[src/rtl/mem8x8_pkg.sv]
// mem8x8_pkg: shared types and constants for the 8x8 memory sequencer
package mem8x8_pkg;
  localparam int MEM_AW = 3;
  localparam int MEM_DW = 8;
  localparam logic RW_WRITE = 1'b1;
  localparam logic RW_READ = 1'b0;
  typedef enum logic [2:0] {IDLE, SETUP, WRITE, RECOVER, VERIFY, RESP} state_t;
endpackage

[src/rtl/mem8x8_ctrl.sv]
// mem8x8_ctrl: sequences single read/write requests onto the 8x8 array with settle/write-pulse timing
// Optional write read-back check enabled by defining MEM8X8_CTRL_VERIFY_EN.
module mem8x8_ctrl
  import mem8x8_pkg::*;
#(
  parameter int SETTLE_CYCLES = 2,
  parameter int WRITE_CYCLES = 1
) (
  input  logic              clk,
  input  logic              rst,
  input  logic              req_valid,
  output logic              req_ready,
  input  logic              req_write,
  input  logic [MEM_AW-1:0] req_addr,
  input  logic [MEM_DW-1:0] req_wdata,
  output logic              rsp_valid,
  output logic [MEM_DW-1:0] rsp_rdata,
  output logic              rsp_err,
  output logic [MEM_AW-1:0] mem_address,
  output logic [MEM_DW-1:0] mem_data_in,
  output logic              mem_select,
  output logic              mem_rw,
  input  logic [MEM_DW-1:0] mem_data_out
);
  localparam logic [3:0] SETTLE_LD = 4'(SETTLE_CYCLES - 1);
  localparam logic [3:0] WRITE_LD = 4'(WRITE_CYCLES - 1);
  state_t state, state_nxt;
  logic [3:0] cnt, cnt_nxt;
  logic is_write, done, accept;
  assign done = cnt == 4'd0;
  assign accept = state == IDLE && req_valid;
  assign req_ready = state == IDLE;
  assign rsp_valid = state == RESP;
  assign mem_select = state != IDLE && state != RESP;
  assign mem_rw = state == WRITE ? RW_WRITE : RW_READ;
  always_comb begin
    state_nxt = state;
    cnt_nxt = done ? 4'd0 : cnt - 4'd1;
    case (state)
      IDLE: begin
        state_nxt = req_valid ? SETUP : IDLE;
        cnt_nxt = SETTLE_LD;
      end
      SETUP: if (done) begin
        state_nxt = is_write ? WRITE : RESP;
        cnt_nxt = WRITE_LD;
      end
      WRITE: if (done) begin
`ifdef MEM8X8_CTRL_VERIFY_EN
        state_nxt = VERIFY;
`else
        state_nxt = RECOVER;
`endif
        cnt_nxt = SETTLE_LD;
      end
      RECOVER: state_nxt = RESP;
`ifdef MEM8X8_CTRL_VERIFY_EN
      VERIFY: state_nxt = done ? RESP : VERIFY;
`endif
      default: state_nxt = IDLE;
    endcase
  end
  always_ff @(posedge clk or posedge rst)
    if (rst) begin
      state <= IDLE;
      cnt <= 4'd0;
      is_write <= 1'b0;
      mem_address <= '0;
      mem_data_in <= '0;
      rsp_rdata <= '0;
    end else begin
      state <= state_nxt;
      cnt <= cnt_nxt;
      if (accept) begin
        is_write <= req_write;
        mem_address <= req_addr;
        mem_data_in <= req_wdata;
      end
      if (state == SETUP && done && !is_write) rsp_rdata <= mem_data_out;
    end
`ifdef MEM8X8_CTRL_VERIFY_EN
  always_ff @(posedge clk or posedge rst)
    if (rst) rsp_err <= 1'b0;
    else if (accept) rsp_err <= 1'b0;
    else if (state == VERIFY && done) rsp_err <= mem_data_out != mem_data_in;
`else
  assign rsp_err = 1'b0;
`endif
endmodule

[config.mk]
export PLATFORM = sky130hd
export DESIGN_NAME = mem8x8_ctrl
export DESIGN_NICKNAME = d
export VERILOG_FILES = /design/src/rtl/mem8x8_pkg.sv /design/src/rtl/mem8x8_ctrl.sv
export SDC_FILE = /design/constraint.sdc
export NUM_CORES = 1
export LEC_CHECK = 0
export CORE_ASPECT_RATIO = 0.8
export CORE_MARGIN = 8
export CORE_UTILIZATION = 28
export DETAILED_ROUTE_END_ITERATION = 8
export GPL_TIMING_DRIVEN = 0
export PLACE_DENSITY = 0.59
export SETUP_SLACK_MARGIN = 0.15
export SLEW_MARGIN = 20
export SYNTH_ARGS = -nofsm -noshare
export SYNTH_HDL_FRONTEND = slang
export SYNTH_SLANG_ARGS = --single-unit
[constraint.sdc]
create_clock -name clk -period 3 [get_ports clk]
set_clock_uncertainty 0.05 [all_clocks]
set_input_delay 0.6 -clock clk [delete_from_list [all_inputs] [get_ports clk]]
set_output_delay 0.6 -clock clk [all_outputs]
set_load 0.01 [all_outputs]
==> metrics <==
outcome=finished clean; Pleak=0.690 nW; worst rel slew slack=0.628; final setup violation count=0; post-CTS sizing=0; total wire length=2570 um; WL/cell=13.9 um; Adder-Cell Fraction of Synth Area=0; mux contribution to synthesized area=0.188; num rows=20; CTS Buf Count=3; Antenna Nets Post-Route=0; Placeable Area=3850 um2; Vias=798; post-layout net count=154; Distinct cells, synth=25; initial antenna violation count=0; CTS Root Cell=clkbuf_8; syn_nets=104; Syn-to-layout area delta=49.6%; crit-path cells=nor3_4, clkdlybuf4s50_1; Final Cycle Share=0.789; synthesized area per cell=14.1 um2; die footprint=6380 um2; Yosys reg bits=27; die height=73.1 um; delay-heaviest family, CP=buffers and inverters; Fillers=388; Die W=87.3 um; xor/xnor share of the synthesized area=0; vias in the first global route=917; Least-Margin Pin Slew=0.558 ns; Min-Delay Path Class=register to register; # port buffers=45; # IOs=47; warnings from Yosys=0; critical path launch point type=register; CP bufs+invs=1; GRT Overall Usage=0.0874; Slew Viols, Final=0; Max H-tree Level=1; Synth Area in Compound Gates=0.0505; Synth Cell Area=1140 um2; hpwl dp=2030 um; initial core utilization=0.296; PwrDens=990 nW/um2; Clock Tree Buf Depth=2; critical path class=register to primary output; ANT cells=0; number of remaining DRC errors=0; CTS hold repair buffers=0; Crit-path slowest cell=clkdlybuf4s50_1; worst setup margin=0.633 ns; post-place setup slack=0.927 ns; Max Fclk=422 MHz; post-synthesis cell count=81; share of layout cells above drive strength 1=0.246; setup_tns=0 ns; gpl congestion=0.695; grt ovf=0; Worst-Skew Late Latency=0.27 ns; CTS Sinks=27; arrival time worst endpoint=1.72 ns; largest family of logic cells by synthesized area=multiplexers; Post-CTS Setup Bufs=0; CTS tree=yes; Seq/Total Area, Yosys=0.593; Iteration-0 DRC Markers=17; CP peak stage delay=0.61 ns; Hold Fails Final Rpt=0; Worst setup EP type=primary output; drt pass-1 iters=3; unrepaired setup endpoints after global routing=false; Reg clk slew, reported paths=0.09 ns; Post-Synth Simple-Gate Area=0.136; clock period minus worst slack=2.37 ns; DR vias/cell=4.31; peak fanout along the critical path=8; Critical Path RT=2.35 ns; Max-cap violations=0; largest net degree at the start of global routing=28; first-pass GRT wire length=4350 um; peak supply drop=410 uV
[report_power, final]
part           switching, W  internal [W]
sequential         0.000108      0.000528
clock              0.000112     0.0000930
combinational      0.000329      0.000519
[worst register-to-register path, cell delays in order (launching register included)]
cell,delay [ns]
dfrtp_1,0.47
nor3_4,0.37
and2_4,0.23
clkbuf_8,0.17
mux2_2,0.34
[registers in the layout, summed over array words and instances (netlist names)]
signal and cells:
mem_data_in 8, rsp_rdata 8, cnt 4, mem_address 3, state 3, is_write 1
[stage by stage]
step | cell area [um2] | power [W] | hold slack (ns) | cells | utilization
floorplan | 1140 | 0.00107 | 0.481 | 81 | -
global placement | 1660 | 0.00148 | 0.437 | 181 | 0.431
detailed placement | 1660 | 0.00151 | 0.445 | 181 | 0.431
CTS | 1710 | 0.00173 | 0.467 | 185 | 0.443
global route | 1710 | 0.00182 | 0.486 | 185 | 0.443
finish | 1710 | 0.00169 | 0.459 | 185 | 0.443
[synthesized netlist by cell type (all sizes together)]
master	number	share of area
dfrtp	27	0.59
nand3b	1	0.0066
conb	1	0.0033
nand4b	1	0.0077
clkbuf	1	0.012
nor3	3	0.023
nand2b	1	0.0055
a21oi	4	0.018
nand2	1	0.0033
buf	2	0.011
inv	2	0.0066
nor3b	3	0.020
o21ai	3	0.013
o31ai	1	0.0066
and2	1	0.0077
and3b	1	0.0088
nor2b	1	0.0055
mux2	19	0.19
nor4	1	0.019
o21bai	2	0.013
nand3	2	0.020
nor2	3	0.0099
[layout make-up]
cell class                 count  area (um2)  share of cell area
clock inverter                 1        5.00             0.00293
buffer                         3        26.3              0.0154
multi-input combinational     49         430               0.252
sequential                    27         676               0.396
tap                           55        68.8              0.0404
clock buffer                   3        41.3              0.0242
timing repair buffer          45         450               0.264
inverter                       2        7.51             0.00440
[cell families (layout without fill, tap and decap cells)]
| group | after synthesis | in the layout |
|---|---|---|
| AOI/OAI and AO/OA | 10 | 10 |
| buffers and inverters | 5 | 54 |
| DFF | 27 | 27 |
| muxes | 19 | 19 |
| other | 1 | 1 |
| and+or+nand+nor | 19 | 19 |
[cell usage in the layout, fill, tap and decap left out, types with 2 or more instances in the layout]
cell / synthesis / layout
nor3b_1: 3 / 3
nor2_1: 3 / 3
dfrtp_1: 27 / 27
o21ai_0: 3 / 3
clkbuf_8: 1 / 4
o21bai_1: 2 / 2
a21oi_1: 4 / 4
mux2_2: 19 / 19
nor3_1: 2 / 2
clkdlybuf4s50_1: 0 / 45
[metal layers]
metal / vias up / wire (um) / GRT usage
li1: 383 / - / -
met1: 377 / 1040 / 0.0950
met2: 36 / 1100 / 0.130
met3: 2 / 415 / 0.0731
met4: 0 / 6 / 0.0114
met5: - / 0 / 0
[worst paths after layout]
check,slack [ns],start,depth (start not counted),end
worst max-delay path,0.63,state[2],2,req_ready
min in group asynchronous,0.64,rst,2,mem_data_in[5]
worst min register to register,0.46,rsp_rdata[1],1,rsp_rdata[1]
worst max register to register,1.27,state[2],4,mem_data_in[2]
worst min-delay path,0.46,rsp_rdata[1],1,rsp_rdata[1]
max in group asynchronous,1.89,rst,2,state[0]
No activity file was read; power rests on OpenSTA's default activity.
